$ cat src/rtl/cpu_defs.sv
// Shared fetch-path definitions: reset PC, IM address width, FSM encoding, buffer entry layout.
// No logic; imported by the fetch sequencer and its instruction buffer.
package cpu_defs;
    localparam logic [31:0] RESET_PC_DEFAULT = 32'h0000_3000;
    localparam int          IM_AW            = 10;

    typedef enum logic {
        ST_FETCH  = 1'b0,
        ST_HALTED = 1'b1
    } state_t;

    typedef struct packed {
        logic [31:0] pc;
        logic [31:0] instr;
    } buf_entry_t;
endpackage

$ cat src/rtl/fetch_buf.sv
// Two-entry instruction FIFO of {pc, instr}; head is always entry 0.
// Latency: written entry is visible on dout the next cycle.
// Backpressure: push into a full buffer is only taken alongside a pop; flush beats push and pop.
module fetch_buf
    import cpu_defs::*;
(
    input  logic       clk,
    input  logic       reset,
    input  logic       push,
    input  logic       pop,
    input  logic       flush,
    input  buf_entry_t din,
    output buf_entry_t dout,
    output logic [1:0] count
);
    buf_entry_t ent0;
    buf_entry_t ent1;
    logic       do_pop;
    logic       full;

    assign do_pop = pop && (count != 2'd0);
    assign full   = (count == 2'd2);
    assign dout   = ent0;

    always_ff @(posedge clk or posedge reset) begin
        if (reset) begin
            count <= 2'd0;
            ent0  <= '0;
            ent1  <= '0;
        end else if (flush) begin
            count <= 2'd0;
        end else if (push && do_pop) begin
            // Occupancy is unchanged; shift when full so the new entry lands behind the survivor.
            if (full) begin
                ent0 <= ent1;
                ent1 <= din;
            end else begin
                ent0 <= din;
            end
        end else if (push && !full) begin
            if (count == 2'd0) begin
                ent0 <= din;
            end else begin
                ent1 <= din;
            end
            count <= count + 2'd1;
        end else if (do_pop) begin
            ent0  <= ent1;
            count <= count - 2'd1;
        end
    end
endmodule

$ cat src/rtl/fetch_sequencer.sv
// Owns the PC, fetches from combinational IM at pc[11:2] and buffers {pc,instr} for decode.
// Latency: instruction fetched in cycle N is on out_* in cycle N+1; redirect target in N+2.
// Backpressure: out_ready low fills the 2-entry buffer, after which the PC holds.
module fetch_sequencer
    import cpu_defs::*;
#(
    parameter logic [31:0] RESET_PC  = RESET_PC_DEFAULT,
    parameter int          BUF_DEPTH = 2
) (
    input  logic             clk,
    input  logic             reset,
    output logic [IM_AW-1:0] im_addr,
    input  logic [31:0]      im_instr,
    output logic             out_valid,
    input  logic             out_ready,
    output logic [31:0]      out_instr,
    output logic [31:0]      out_pc,
    input  logic             redirect_valid,
    input  logic [31:0]      redirect_pc,
    input  logic             halt_req,
    output logic             halted
);
    localparam logic [1:0] DEPTH_L = 2'(BUF_DEPTH);

    state_t      state;
    state_t      state_nxt;
    logic [31:0] pc;
    logic [31:0] redirect_tgt;
    logic [1:0]  count;
    logic        push;
    logic        pop;
    logic        buf_valid;
    buf_entry_t  din;
    buf_entry_t  head;

    assign redirect_tgt = redirect_pc & 32'hFFFF_FFFC;
    assign im_addr      = pc[IM_AW+1:2];
    assign buf_valid    = (count != 2'd0);
    assign pop          = buf_valid && out_ready;
    assign din          = '{pc: pc, instr: im_instr};

    always_ff @(posedge clk or posedge reset) begin
        if (reset) begin
            state <= ST_FETCH;
        end else begin
            state <= state_nxt;
        end
    end

    always_comb begin
        state_nxt = state;
        if (redirect_valid) begin
            state_nxt = ST_FETCH;
        end else if (state == ST_FETCH && halt_req) begin
            state_nxt = ST_HALTED;
        end
    end

    always_comb begin
        push      = (state == ST_FETCH) && !redirect_valid && !halt_req
                    && ((count < DEPTH_L) || pop);
        out_valid = buf_valid;
        out_instr = buf_valid ? head.instr : 32'h0;
        out_pc    = buf_valid ? head.pc    : 32'h0;
        halted    = (state == ST_HALTED) && !buf_valid;
    end

    always_ff @(posedge clk or posedge reset) begin
        if (reset) begin
            pc <= RESET_PC;
        end else if (redirect_valid) begin
            pc <= redirect_tgt;
        end else if (push) begin
            pc <= pc + 32'd4;
        end
    end

    fetch_buf u_fetch_buf (
        .clk   (clk),
        .reset (reset),
        .push  (push),
        .pop   (pop),
        .flush (redirect_valid),
        .din   (din),
        .dout  (head),
        .count (count)
    );
endmodule

$ cat config.mk
export PLATFORM = sky130hd
export DESIGN_NAME = fetch_sequencer
export DESIGN_NICKNAME = d
export VERILOG_FILES = /design/src/rtl/cpu_defs.sv /design/src/rtl/fetch_buf.sv /design/src/rtl/fetch_sequencer.sv
export SDC_FILE = /design/constraint.sdc
export NUM_CORES = 1
export LEC_CHECK = 0
export BUFFER_PORTS_ARGS = -buffer_cell sky130_fd_sc_hd__buf_2
export CAP_MARGIN = 30
export CORE_MARGIN = 2
export CORE_UTILIZATION = 45
export DETAILED_ROUTE_END_ITERATION = 6
export PLACE_DENSITY_LB_ADDON = 0.3
export SYNTH_ARGS = -nofsm -noshare
export SYNTH_HDL_FRONTEND = slang
export SYNTH_SLANG_ARGS = --single-unit
$ cat constraint.sdc
create_clock -name clk -period 6.2 [get_ports clk]
set_input_delay 0.62 -clock clk [delete_from_list [all_inputs] [get_ports clk]]
set_output_delay 0.62 -clock clk [all_outputs]
set_load 0.02 [all_outputs]
==> summary.md <==
| Metric | Value |
|---|---|
| R2r endpoint | `u_fetch_buf.dout[23]$_DFFE_PP0P_` |
| Worst setup slack after layout | `3.09 ns` |
| Mean cell area of the mapped netlist | `11.4 sq um` |
| Wire length of the first global-routing pass | `30.3 mm` |
| Router iterations before antenna repair | `5` |
| Sinks on the clock net | `157` |
| Half-perimeter wire length after placement | `12.0 mm` |
| Count of nets left with antenna violations after detail routing | `0` |
| R2R Setup Slk | `3.40 ns` |
| Initial core utilization | `46.2%` |
| Count of buffers inserted at the top-level ports | `140` |
| CP Launch Type | `primary input` |
| Clock period minus worst slack | `3.11 ns` |
| Final std cells w/o fill | `1,042` |
| Biggest fanout along the worst timing path | `41` |
| Type of destination of the critical path | `flip-flop` |
| Post-synth top flop | `dfrtp_1` |
| Final cell area excluding filler cells | `9330 sq um` |
| FMAX | `322 MHz` |
| Area of the core | `17,400 sq um` |
| TritonCTS Buffers | `17` |
| GR Util All Layers | `20.7%` |
| Vert. Die Dim | `138 um` |
| Number of placed instances, taps included | `1,009` |
| Number of antenna violations at the first check in global routing | `3` |
| Required time of the worst setup path | `6.50 ns` |
| Post-route fraction of the period consumed by the critical path | `50.1%` |
| Worst min path class | `in2async` |
| Fraction of registers with async set/reset | `100%` |
| Overall die area | `18,900 sq um` |
| Overall die width | `138 um` |
| Max-slew violations | `0` |
| Number of violations of the max-capacitance limit | `0` |
| Total negative slack for setup checks | `0 ns` |
| Detailed-route wire length per cell | `17.9 um` |
| Post-synth design cell area | `8030 sq um` |
| Worst Setup Path Type | `in2reg` |
| Clock tree root driver cell | `clkbuf_16` |
| Worst-margin pin slew | `0.953 ns` |
| Run status | `complete, no violations` |
| Final Power | `3.33 mW` |
| Depth of the CTS H-tree | `4` |
| Number of vias after detailed routing | `5,860` |
| Vias in the first global route | `5,841` |
| Routed Wire Length | `18.6 mm` |
| Static power due to leakage | `4.17 nW` |
| Proportion of layout cells with a drive suffix above 1 | `40.2%` |
| Number of buffers between clock root and the deepest sink | `2` |
| Final Core Density | `53.7%` |
| DR vias/cell | `5.62` |
| Warnings from Yosys | `0` |
| Largest net degree at the start of global routing | `88` |
| Number of DRC violations after detailed-routing iteration 0 | `305` |
| Reg clk slew, reported paths | `0.06 ns` |
| Layout area overhead | `16.2%` |
| Overall overflow remaining after global route | `0` |
| Data arrival time of the critical path | `3.41 ns` |
| Post-route clock skew | `0.00629 ns` |
| Count of nets after finishing | `873` |
| Power per Cell Area | `357 nW/um^2` |
| TritonCTS clock tree | `done` |
| Source of the worst register-to-register timing path | `state$_DFFE_PP0P_` |
| Largest vdd supply drop | `0.178 mV` |
| Routability congestion estimate | `0.805` |
| Synth Instances | `705` |
| Final number of hold-violating endpoints | `0` |
| Flops & latches, synth | `157` |
| Part of the Yosys area used for sequential elements | `49.0%` |
| Placed Instance Area | `8730 sq um` |
| Final count of negative-setup-slack endpoints | `0` |
| Hold Worst Slack | `0.349 ns` |
| Setup repair after global routing missed its margin | `false` |
| Post-CTS Repair Setup Buffers | `0` |
| Hold-fix buffers at CTS | `0` |
| Count of flip-flops with a built-in enable after synthesis | `0` |
| Post-cts sizing count | `0` |
| Number of I/O pins | `145` |
| Number of placement rows | `48` |
| Synth cell types | `54` |
| Relative slew margins | `36.2%` |
| R2R cell count | `5` |
| Number of DRC violations after detailed routing | `0` |
| Pre-CTS setup slack | `2.60 ns` |
| Clock Latency Late Sink | `0.42 ns` |
| Fill cell instance count of the final layout | `1,566` |
==> critical path, stage by stage <==
cell and delay (ns):
buf_2 0.36, or3_1 0.61, a21oi_4 0.68, buf_4 0.48, mux2_2 0.38, mux2_2 0.26
==> synthesized netlist by cell type (all sizes together), types with 7 or more instances <==
cell type | instances | area, sq um
inv | 7 | 26.3
nor2b | 66 | 413
buf | 28 | 206
a31oi | 26 | 163
a21oi | 30 | 154
mux2i | 26 | 260
nor2 | 12 | 45.0
dfrtp | 155 | 3880
clkbuf | 41 | 156
nand4 | 13 | 96.3
o311ai | 25 | 219
mux2 | 135 | 1520
nand3 | 16 | 80.1
o211ai | 9 | 67.6
o21ai | 7 | 35.0
nor3 | 7 | 35.0
nand2 | 45 | 171
==> registers in the layout, summed over array words and instances, names as in the netlist <==
| name | cells |
|---|---|
| u_fetch_buf.dout | 62 |
| u_fetch_buf.ent1 | 62 |
| pc | 30 |
| u_fetch_buf.count | 2 |
| state | 1 |
==> routing by layer <==
metal  GRT usage (%)  wire (um)
met5               0         25
met3            6.95       1480
met2            32.1       8500
met4            5.73        252
met1            27.6       8360
==> power by group <==
part           switching (mW)  total [mW]  internal (mW)  leakage [nW]
logic                   0.358       0.785          0.428          1.94
clock network           0.413        1.03          0.615         0.283
registers               0.176        1.52           1.34          1.95
==> layout make-up <==
| cell class | instances | area, sq um | area share [%] |
|---|---|---|---|
| diodes | 1 | 2.50 | 0.0268 |
| clock buffers | 23 | 508 | 5.45 |
| clock inverters | 9 | 83.8 | 0.899 |
| inverters | 7 | 31.3 | 0.335 |
| multi-input cells | 473 | 3730 | 40.0 |
| flip-flops and latches | 157 | 3930 | 42.2 |
| well taps | 225 | 282 | 3.02 |
| repair buffers | 147 | 753 | 8.08 |
==> kinds of logic after synthesis <==
family          Yosys count  synth area share (%)
compound gates          117                  10.4
buf+inv                  76                  4.85
flops                   157                  49.0
simple gates            192                  13.4
mux                     161                  22.2
fa+ha+maj                 1                 0.156
other cells               1                0.0467
==> worst max-delay path by stage <==
stage | start | endpoint | slack [ns] | cells past startpoint
2_1_floorplan | reset | pc[10]$_DFFE_PP0P_ | 1.35 | 1
3_3_place_gp | redirect_valid | u_fetch_buf.dout[25]$_DFFE_PP0P_ | 2.65 | 6
3_5_place_dp | redirect_valid | u_fetch_buf.dout[23]$_DFFE_PP0P_ | 2.60 | 6
4_1_cts | redirect_valid | u_fetch_buf.dout[23]$_DFFE_PP0P_ | 3.04 | 6
5_1_grt | redirect_valid | u_fetch_buf.dout[23]$_DFFE_PP0P_ | 2.95 | 6
6_report | redirect_valid | u_fetch_buf.dout[23]$_DFFE_PP0P_ | 3.09 | 6
==> placed cells by master, fill, tap and decap left out, types with 3 or more instances in the layout <==
master	synthesis	final
nand2_1	44	44
clkinvlp_4	0	4
o311ai_1	3	3
inv_1	7	5
nand3_1	16	16
clkbuf_8	0	6
or3_1	5	5
a221o_1	5	5
nor2b_1	66	66
and4_1	4	4
or2_2	3	3
nand4_1	12	12
nor4_1	4	4
clkinv_2	0	3
nor3_1	7	7
o211ai_1	9	9
buf_4	12	7
mux2i_1	26	26
mux2_2	134	134
a31oi_1	26	26
and2_1	4	4
and3_1	3	3
o311ai_0	22	22
o21ai_0	6	6
clkbuf_16	0	17
or4_1	3	3
a21oi_1	29	29
buf_2	9	140
dfrtp_1	155	155
nor2_1	12	11
Note: power is estimated with default switching activity, not from simulation.
